`src/rtl/instr_fetch_unit.sv`:
```
// Instruction fetch stage: holds the PC, fetches over a ready handshake, computes the next PC,
// traps misaligned targets and counts retired instructions.
module instr_fetch_unit #(
  parameter int unsigned          BUS_WIDTH   = 32,
  parameter logic [BUS_WIDTH-1:0] RESET_PC    = 32'h0000_0000,
  parameter logic [BUS_WIDTH-1:0] RESET_INSTR = 32'h0000_0013
) (
  input  logic                 i_clk,
  input  logic                 i_rst_n,
  input  logic                 i_PCSrc,
  input  logic                 i_JalrSel,
  input  logic [BUS_WIDTH-1:0] i_ImmExt,
  input  logic [BUS_WIDTH-1:0] i_JalrTarget,
  input  logic                 i_Stall,
  output logic                 o_IReq,
  output logic [BUS_WIDTH-1:0] o_IAddr,
  input  logic                 i_IReady,
  input  logic [BUS_WIDTH-1:0] i_IData,
  output logic [BUS_WIDTH-1:0] o_PC,
  output logic [BUS_WIDTH-1:0] o_PCPlus4,
  output logic [BUS_WIDTH-1:0] o_Instr,
  output logic [BUS_WIDTH-1:7] o_ImmToBeExtended,
  output logic                 o_InstrValid,
  output logic                 o_Fault,
  output logic [31:0]          o_Retired
);

  localparam logic [1:0] StIdle  = 2'd0;
  localparam logic [1:0] StFetch = 2'd1;
  localparam logic [1:0] StExec  = 2'd2;
  localparam logic [1:0] StFault = 2'd3;

  logic [1:0]           state_q, state_d;
  logic [BUS_WIDTH-1:0] pc_q, pc_d;
  logic [BUS_WIDTH-1:0] instr_q, instr_d;
  logic [31:0]          retired_q, retired_d;
  logic [BUS_WIDTH-1:0] target;
  logic                 misaligned;

  // JALR wins over PC-relative; its bit 0 is dropped before the alignment test.
  always_comb begin
    if (i_JalrSel) begin
      target = {i_JalrTarget[BUS_WIDTH-1:1], 1'b0};
    end else if (i_PCSrc) begin
      target = pc_q + i_ImmExt;
    end else begin
      target = pc_q + BUS_WIDTH'(4);
    end
    misaligned = |target[1:0];
  end

  always_comb begin
    state_d   = state_q;
    pc_d      = pc_q;
    instr_d   = instr_q;
    retired_d = retired_q;
    case (state_q)
      StIdle: state_d = StFetch;
      StFetch: begin
        if (i_IReady) begin
          instr_d = i_IData;
          state_d = StExec;
        end
      end
      StExec: begin
        if (!i_Stall) begin
          if (misaligned) begin
            state_d = StFault;
          end else begin
            pc_d      = target;
            retired_d = retired_q + 32'd1;
            state_d   = StFetch;
          end
        end
      end
      default: state_d = StFault;
    endcase
  end

  always_ff @(posedge i_clk or negedge i_rst_n) begin
    if (!i_rst_n) begin
      state_q   <= StIdle;
      pc_q      <= RESET_PC;
      instr_q   <= RESET_INSTR;
      retired_q <= 32'd0;
    end else begin
      state_q   <= state_d;
      pc_q      <= pc_d;
      instr_q   <= instr_d;
      retired_q <= retired_d;
    end
  end

  assign o_IReq            = (state_q == StFetch);
  assign o_IAddr           = pc_q;
  assign o_PC              = pc_q;
  assign o_PCPlus4         = pc_q + BUS_WIDTH'(4);
  assign o_Instr           = instr_q;
  assign o_ImmToBeExtended = instr_q[BUS_WIDTH-1:7];
  assign o_InstrValid      = (state_q == StExec);
  assign o_Fault           = (state_q == StFault);
  assign o_Retired         = retired_q;

endmodule

```
`config.mk`:
```
export PLATFORM = sky130hd
export DESIGN_NAME = instr_fetch_unit
export DESIGN_NICKNAME = d
export VERILOG_FILES = /design/src/rtl/instr_fetch_unit.sv
export SDC_FILE = /design/constraint.sdc
export NUM_CORES = 1
export LEC_CHECK = 0
export ABC_AREA = 1
export BUFFER_PORTS_ARGS = -buffer_cell sky130_fd_sc_hd__buf_2
export CORE_ASPECT_RATIO = 1.4
export CORE_MARGIN = 10
export CORE_UTILIZATION = 56
export DETAILED_ROUTE_END_ITERATION = 12
export PLACE_DENSITY = 0.88
export REMOVE_ABC_BUFFERS = 1
export SYNTH_ARGS = -nofsm -noshare
export SYNTH_HDL_FRONTEND = slang
export SYNTH_SLANG_ARGS = --single-unit
```
`constraint.sdc`:
```
create_clock -name i_clk -period 4.36 [get_ports i_clk]
set_clock_uncertainty 0.1 [all_clocks]
set_input_delay 0 -clock i_clk [delete_from_list [all_inputs] [get_ports i_clk]]
set_output_delay 0 -clock i_clk [all_outputs]
set_load 0.05 [all_outputs]
```
# Word-level counts from Yosys, hierarchy flattened
# Index checks and enable logic that the tools add are counted.
[word_totals]
regBits = 98
[op_classes]
n_addsub = 3
n_eq_ne = 5
n_mux = 6
bitwise = 2
reduce_logical = 5
[ops]
columns = ["operator", "count"]
rows = [
  ["2-to-1 mux 32 bit", 2],
  ["adder 32 x 1 -> 32 bit (second input constant)", 1],
  ["adder 32 x 3 -> 32 bit (second input constant)", 1],
  ["adder 32 bit", 1],
  ["2-to-1 mux 2 bit", 3],
  ["case mux 2 bit (3 select lines)", 1],
  ["equality test 2 bit (second input constant)", 2],
  ["AND reduction 2 bit", 2],
  ["AND reduction 3 bit", 1],
  ["equality test 2 x 1 -> 1 bit (second input constant)", 1],
  ["logical NOT 2 bit", 1],
  ["inequality test 2 x 1 -> 1 bit (second input constant)", 1],
  ["inequality test 2 bit (second input constant)", 1],
  ["inverter 1 bit", 2],
  ["OR reduction 2 bit", 1],
]

# Depth between registers and ports, before layout
# Gate-level depths: netlist of the first run.
[depth]
word_depth = 7
ltp_mapped = 14
ltp_nobuf = 14

# Least setup slack after synthesis of the first run
# OpenSTA, ideal clock, no wires.
[synth_path]
kind = "register to register"
from = "register pc_q[2], in the netlist o_IAddr[2]"
to = "register pc_q[16], in the netlist o_IAddr[16]"
setup_ns = 0.066
arrival_time_ns = 2.814
required_time_ns = 4.194
slack_ns = 1.380
stages_incl_launch_ff = 12
n_path_buf = 0
period_less_slack_ns = 2.980
cell_sequence = "dfrtp_1 -> ha_1 -> inv_1 -> nor2_4 -> nand2_1 -> nor2_2 -> nand2_1 -> xnor2_1 -> a21oi_1 -> o21ai_0 -> nand2_1 -> nand2_1"
[synth_via]
elab_chain_cells = 3
word_cells_on_any_way = 4
[synth_rtl]
columns = ["element", "line_no", "text"]
rows = [
  ["from (decl)", "34", "logic [BUS_WIDTH-1:0] pc_q, pc_d;"],
  ["from (signal assigned)", "88", "pc_q <= pc_d;"],
  ["adder 32 x 3 -> 32 bit", "n/a", ""],
  ["via o_PCPlus4[16]", "20", "output logic [BUS_WIDTH-1:0] o_PCPlus4,"],
  ["2-to-1 mux 32 bit", "44", "end else if (i_PCSrc) begin"],
  ["2-to-1 mux 32 bit", "42", "if (i_JalrSel) begin"],
]
# The timed path passes the listed nets, and every way through them passes these cells.
# A chain may end at the register's enable or synchronous reset.

# Worst setup path in the final report of the first run
[layout_path]
from = "register pc_q[0], in the netlist o_IAddr[0]"
to = "register pc_q[31], in the netlist o_IAddr[31]"
[layout_via]
elab_chain_cells = 6
word_cells_on_any_way = 7
[layout_rtl]
columns = ["element", "line_no", "text"]
rows = [
  ["adder 32 x 3 -> 32 bit or adder 32 bit (tied branches)", "47, 45", ""],
  ["2-to-1 mux 32 bit (*)", "44", ""],
  ["2-to-1 mux 32 bit (*)", "42", ""],
  ["OR reduction 2 bit", "49", "misaligned = |target[1:0];"],
  ["inverter 1 bit (no source line)", "n/a", ""],
  ["AND reduction 3 bit (no source line)", "n/a", ""],
]
# Mark *: on every way between the ends. The rest lies on a longest branch, timed or not.

==> flow_summary_export.csv, run 1 <==
group,metric,value,unit
run_status,status,"finished, final reports clean",
worst_hold_path,worstHoldEndpoint,"o_IAddr[15]",
pwr,power_frac_clock,10.7,%
worst_setup_path,cp.arrival,3.77,ns
worst_setup_path,r2r_slack,0.74,ns
pwr,swShare,63.4,%
synth,synth.top_cell.area_share,27.5,%
worst_setup_path,critPathTopFamily,"buffers and inverters",
worst_setup_path,crit_path_max_fanout,58,
placed_design,dp_cells,1736,
timing,rsz0062_at_grt,"no",
drt,drt-total-wl,33900,microns
worst_setup_path,cp-end-kind,"register",
global_route,grt_pass1_wl,53100,microns
worst_setup_path,required,4.51,ns
die,io_pins,290,
synth,synth_edf_count,0,
cts,root_buffer,"clkbuf_16",
worst_hold_path,hold_class,"in2reg",
worst_setup_path,path_cells,"ha_1, fa_1, inv_1, nand2_1, nand3_1, nand2_1, nor3_4, inv_2, buf_4, a21oi_1, a21oi_1, dlygate4sd3_1",
worst_hold_path,hold_depth,4,
final_layout,fin_util,72.0,%
synth,yosys.area.top_type,"dfrtp_1",
cts,cts_buffers,9,
synth,yosysWarnings,0,
cts,htreeDepth,3,
timing,max_slew_margin,47.1,%
cts,tritoncts,"done",
worst_hold_path,hold_start,"i_PCSrc",
synth,synthArstFlopShare,100,%
synth,ys.flop_type,"dfrtp_1",
timing,clock.fmax,276,MHz
global_route,grt_max_degree,62,
worst_setup_path,startpoint_type,"register",
synth,syn_area_per_cell,6.47,sq um
final_layout,drive_above_1_share,22.2,%
die,fp.dieH,167,microns
die,fp.dieW,125,microns
global_route,first_global_vias,9891,
timing,hold_viol,0,
pwr,p_int,3.30,mW
drt,routed_via_density,5.36,
drt,ant_nets,0,
drt,met2WireLength,17100,microns
worst_setup_path,path_buf_inv,4,
pwr,power_density,834,nW/um^2
die,rows,53,
synth,yosysSeqAreaShare,28.4,%
worst_setup_path,timing.rr.start,"o_IAddr[0]",
cts,clock_latency,0.36,ns
global_route,grtUsageTotal,31.3,%
worst_setup_path,crit_path_top_delay_cell,"dlygate4sd3_1",
placed_design,hpwl,25400,microns
timing,drv_slew,0,
pwr,p_leak,6.24,nW
worst_setup_path,max_stage_delay,0.57,ns
final_layout,areaGrowthSynthToFinish,25.5,%
synth,synth.area.top_cells,"dfrtp_1 28%, nand2_1 20%, inv_1 8.7%, buf_4 5.2%, ha_1 4.8%",
cts,clock-sinks,98,
die,initial_core_util,57.4,%
drt,top_layer_used,"met4",
worst_setup_path,rr_endpoint,"o_IAddr[31]",
timing,worst_slew_pin_slew,0.788,ns
timing,min_period,3.62,ns
worst_setup_path,path_class,"reg2reg",
flow_run,drv_cap,0,
synth,synthCells,1335,
timing,tns,0,ns
timing,min_period_over_period,83.1,%
drt,drt-initial-drc-count,746,
synth,ys_seq_elements,98,
cts,post_cts_buffers,0,
drt,firstDrtPassIters,6,
pwr,comb_power_share,69.9,%
pwr,seq_power_share,19.4,%
global_route,antenna_found_initial,3,
drt,via_count,9759,
pwr,net-switching-power,5.73,mW
drt,wl_met1,12200,microns
drt,met3_length,2750,microns
synth,syn_area,8630,sq um
cts,path_clk_slew,0.09,ns
synth,synth_cell_type_count,39,
worst_setup_path,r2r_cells,12,
die,coreArea,15100,sq um
final_layout,nNetsFinal,1758,
timing,setup_viol,0,
cts,clockBufferDepth,2,
placed_design,gp_congestion,1.01,
final_layout,layoutNonFillerInstCount,1821,
placed_design,portBuffers,288,
die,dieArea,20900,sq um
global_route,grt_overflow,0,
drt,drcViolationCount,0,
drt,avgRoutedWirePerCell,18.6,microns
pwr,ir_drop,924,uV
[synth_stat cells (2+ instances only)]
master    instances
a21boi_0         10
a21boi_1          2
a21o_1            2
a21oi_1          54
a22oi_1           4
buf_1             4
buf_2             6
buf_4            60
clkbuf_1         16
dfrtp_1          95
dfstp_2           3
ha_1             33
inv_1           201
mux2_2           32
nand2_1         462
nand3_1          78
nand4_1          13
nor2_1           97
nor2_2            7
nor3_1           28
nor4_1            6
o21ai_0          39
o21bai_1         10
or2_2             4
xnor2_1          14
xor2_1           42
[area by class of cell]
cell class              instances  area [sq um]
multi-input cells             948          4860
fillers                      1282          4220
flip-flops and latches         98          2460
repair buffers                362          2170
inverters                     203           764
well taps                     192           240
clock buffers                  10           239
clock inverters                 6           105
diodes                          2          5.00
[sequential cells by signal (all words and copies together) (netlist names)]
signal	count
o_IAddr	32
o_Instr	32
o_Retired	32
state_q	2
[worst reg2reg max path: cells and delay by family (launching register included)]
family	cells	cell delay [ns]
buffers and inverters	4	1.25
AND/OR/NAND/NOR	4	0.73
adder cells (fa/ha/maj)	2	0.69
flip-flops	1	0.44
AO/OA/AOI/OAI	2	0.30
[kinds of logic (layout without fill, tap and decap cells)]
kind of cell,Yosys count,count (layout),synth area share (%)
and+or+nand+nor,700,700,33.2
buffers and inverters,289,581,15.3
AOI/OAI and AO/OA,126,126,8.23
DFF,98,98,28.4
xor gates and xnor gates,56,56,5.68
adders and majority gates,34,34,5.01
muxes,32,32,4.17
other,0,2,0
[power by group through the flow]
| stage | registers [mW] | logic [mW] | clock network (mW) |
|---|---|---|---|
| 2_1_floorplan | 3.70 | 2.57 | 0 |
| 3_3_place_gp | 1.71 | 6.12 | 0 |
| 3_5_place_dp | 1.73 | 6.18 | 0 |
| 4_1_cts | 1.72 | 6.25 | 0.966 |
| 5_1_grt | 1.80 | 6.74 | 0.995 |
| 6_report | 1.76 | 6.32 | 0.964 |
[what timing repair did]
| item | CTS | global route |
|---|---|---|
| endpoints found under the setup margin | 0 | 0 |
| hold endpoints to repair | 109 | 0 |
| hold buffers | 67 | 0 |
| resized for setup | 0 | 0 |
[per-layer routing]
metal | global-route usage (%) | up-vias
met1 | 32.9 | 4447
met3 | 7.24 | 114
li1 | - | 4687
met4 | 16.7 | 0
met5 | 0 | -
met2 | 56.4 | 511
[worst max path at each step]
stage	startpoint	to	cells after the start	slack (ns)
2_1_floorplan	o_IAddr[0]	o_IAddr[9]	11	0.15
5_1_grt	o_IAddr[0]	o_IAddr[31]	12	0.52
3_5_place_dp	o_IAddr[0]	o_IAddr[9]	12	1.21
3_3_place_gp	o_IAddr[0]	o_IAddr[9]	12	1.31
4_1_cts	o_IAddr[0]	o_IAddr[31]	12	0.79
6_report	o_IAddr[0]	o_IAddr[31]	12	0.74
[cell usage in the layout, fill, tap and decap left out, types with 2 or more instances in the layout]
cell	n
ha_1	33
dfstp_2	3
nor4_1	6
o21bai_1	10
a21boi_1	2
nand4_1	13
buf_2	287
mux2_2	32
nor2_1	97
a22oi_1	4
a21o_1	2
diode_2	2
nor2_2	7
o21ai_0	39
a21oi_1	54
xnor2_1	14
bufinv_16	2
or2_2	4
nand2_1	462
nor3_1	28
a21boi_0	10
clkbuf_16	9
buf_4	8
nand3_1	78
inv_6	2
dlygate4sd3_1	67
dfrtp_1	95
xor2_1	42
inv_1	201
[metrics by stage]
stage | hold WS [ns] | worst slack [ns] | instance area (sq um) | total power [mW]
5_1_grt | 0.0877 | 0.518 | 10800 | 9.53
3_3_place_gp | -0.0924 | 1.31 | 9810 | 7.83
3_5_place_dp | -0.0796 | 1.21 | 9810 | 7.91
6_report | 0.0569 | 0.738 | 10800 | 9.04
2_1_floorplan | -0.396 | 0.149 | 8080 | 6.27
4_1_cts | 0.0531 | 0.795 | 10800 | 8.94
Power figures use the tool's default switching activity.
==> run 2: changes to the inputs <==
--- a/config.mk
+++ b/config.mk
@@ -9,9 +9,9 @@
 export BUFFER_PORTS_ARGS = -buffer_cell sky130_fd_sc_hd__buf_2
 export CORE_ASPECT_RATIO = 1.4
 export CORE_MARGIN = 10
-export CORE_UTILIZATION = 56
+export CORE_UTILIZATION = 47
 export DETAILED_ROUTE_END_ITERATION = 12
-export PLACE_DENSITY = 0.88
+export PLACE_DENSITY = 0.78
 export REMOVE_ABC_BUFFERS = 1
 export SYNTH_ARGS = -nofsm -noshare
 export SYNTH_HDL_FRONTEND = slang
==> constraint.sdc (replaced) <==
create_clock -name i_clk -period 3 [get_ports i_clk]
set_clock_uncertainty 0.1 [all_clocks]
set_input_delay 0 -clock i_clk [delete_from_list [all_inputs] [get_ports i_clk]]
set_output_delay 0 -clock i_clk [all_outputs]
set_load 0.05 [all_outputs]
==> run 2 against run 1 <==
  * Utilization decreased by 11 points
  * Cell area increased by 1.2%
  * Register-to-register slack lost 0.41 ns
  * Global-route usage shrank 4.7 points
  * Count of clock-buffer cells in the layout shrank 1
  * Die area rose by 16%
  * First-iteration DRC count decreased by 19%
  * Largest power group unchanged
  * Hold slack got worse by 0.0019 ns
  * Critical path depth shrank 4
  * Sequential share of layout area decreased by 0.27 points
  * Non-clock buffer count increased by 9
  * Wire length is 2.5% lower
==> flow_summary_export.csv, run 2 (synthesized netlist as in run 1, its figures left out) <==
group,metric,value,unit
worst_setup_path,path_cells,"ha_1, inv_1, nor2_4, nand2_1, nor2_2, nand2_1, xnor2_1, buf_2",
pwr,p_leak,6.28,nW
die,fp.dieW,135,microns
cts,clock_latency,0.37,ns
final_layout,areaGrowthSynthToFinish,27.0,%
final_layout,final_common_cell,"nand2_1",
die,io_pins,290,
pwr,power_density,1180,nW/um^2
pwr,swShare,63.6,%
pwr,net-switching-power,8.23,mW
pwr,seq_power_share,19.3,%
worst_setup_path,path_class,"reg2out",
die,coreArea,18000,sq um
cts,cts_buffers,9,
final_layout,nNetsFinal,1767,
final_layout,fill_cells,1765,
flow_run,drv_cap,0,
drt,firstDrtPassIters,6,
cts,path_clk_slew,0.08,ns
worst_setup_path,cpMostUsedCell,"nand2_1",
cts,clockBufferDepth,2,
placed_design,gp_congestion,1.00,
worst_setup_path,required,2.90,ns
worst_setup_path,cp.arrival,2.78,ns
timing,min_period_over_period,96.0,%
global_route,grtUsageTotal,26.6,%
placed_design,hpwl,25600,microns
pwr,ir_drop,1200,uV
pwr,comb_power_share,70.6,%
global_route,grt_overflow,0,
timing,worst_slew_pin_slew,1.02,ns
die,fp.dieH,180,microns
drt,drt-total-wl,33000,microns
drt,via_count,9497,
worst_setup_path,crit_path_max_fanout,9,
global_route,antenna_found_initial,4,
final_layout,stdcell_area,11000,sq um
drt,drt-initial-drc-count,601,
die,rows,58,
cts,htreeDepth,3,
drt,ant_nets,0,
timing,drv_slew,0,
worst_hold_path,hold_class,"in2reg",
timing,min_period,2.88,ns
timing,max_slew_margin,31.9,%
cts,root_buffer,"clkbuf_16",
global_route,grt_max_degree,76,
global_route,first_global_vias,9795,
placed_design,portBuffers,288,
timing,setup_viol,0,
worst_setup_path,crit_path_top_delay_cell,"dfrtp_1",
die,dieArea,24300,sq um
timing,fin_ws,0.119,ns
final_layout,final_cell_mix,"462 x nand2_1, 287 x buf_2, 201 x inv_1, 97 x nor2_1, 95 x dfrtp_1",
run_status,status,"finished, final reports clean",
drt,avgRoutedWirePerCell,17.6,microns
pwr,power_frac_clock,10.1,%
worst_hold_path,hold_depth,4,
cts,cts_resized,0,
drt,routed_via_density,5.05,
drt,drcViolationCount,0,
final_layout,drive_above_1_share,22.7,%
cts,clock-sinks,98,
placed_design,dpl_cell_area,9940,sq um
placed_design,dp_slack,0.230,ns
pwr,p_int,4.71,mW
die,initial_core_util,48.0,%
timing,hold_viol,0,
timing,clock.fmax,347,MHz
worst_setup_path,cp-end-kind,"primary output",
worst_setup_path,r2r_cells,11,
timing,rsz0062_at_grt,"no",
cts,tritoncts,"done",
global_route,grt_pass1_wl,51400,microns
worst_setup_path,max_stage_delay,0.53,ns
worst_setup_path,startpoint_type,"register",
run 2: power by group through the flow:
| stage | clock (mW) | sequential [mW] | combinational, mW |
|---|---|---|---|
| 3_5_place_dp | 0 | 2.50 | 9.00 |
| 6_report | 1.31 | 2.50 | 9.13 |
| 4_1_cts | 1.34 | 2.48 | 9.09 |
| 3_3_place_gp | 0 | 2.48 | 8.94 |
| 2_1_floorplan | 0 | 5.38 | 3.74 |
| 5_1_grt | 1.39 | 2.58 | 9.77 |
run 2: final timing paths:
check / start / end / slack, ns
setup / recovery: o_IAddr[2] / o_PCPlus4[16] / 0.12
hold / removal: i_PCSrc / o_IAddr[7] / 0.06
setup reg to reg: o_IAddr[2] / o_IAddr[12] / 0.33
hold reg to reg: o_Instr[5] / o_Instr[5] / 0.41
max in group asynchronous: i_rst_n / o_Instr[1] / 1.58
min in group asynchronous: i_rst_n / o_Retired[5] / 0.27
run 2: layout make-up:
cell class              instances  area (sq um)  area share, %
repair buffers                371          2260           20.6
well taps                     240           300           2.74
diodes                          3          7.51         0.0685
clock buffers                   9           225           2.05
clock inverters                 7          95.1          0.867
multi-input cells             948          4860           44.3
flip-flops and latches         98          2460           22.4
inverters                     203           764           6.97
run 2: through the flow:
stage	TNS, ns	hold WS (ns)	instances	utilization (%)	total power, mW
floorplan	-58.59	-0.396	1249	-	9.12
global placement	0	0.131	1791	55.2	11.4
detailed placement	0	0.136	1791	55.2	11.5
CTS	0	0.0177	1874	60.7	12.9
global route	0	0.0962	1879	60.9	13.7
finish	0	0.0551	1879	60.9	12.9
run 2: worst max-delay path: cells and delay by family (launching register included):
family	cells	cell delay [ns]
xor gates and xnor gates	1	0.18
DFF	1	0.53
and+or+nand+nor	4	0.95
adders and majority gates	1	0.33
buffers and inverters	2	0.40
run 2: per-layer routing:
layer | GRT usage (%) | vias to the layer above | wire length (microns) | share of wire (%)
met5 | 0 | - | 18 | 0.054
met4 | 13.9 | 2 | 1600 | 4.8
met3 | 5.69 | 77 | 2330 | 7.0
met1 | 27.4 | 4307 | 12000 | 36
li1 | - | 4720 | - | -
met2 | 48.7 | 391 | 17100 | 52
run 2: repair_timing:
| action | in CTS | in global routing |
|---|---|---|
| buffers inserted | 0 | 2 |
| hold endpoints to repair | 139 | 0 |
| setup endpoints to repair | 0 | 1 |
| hold buffers | 67 | 0 |
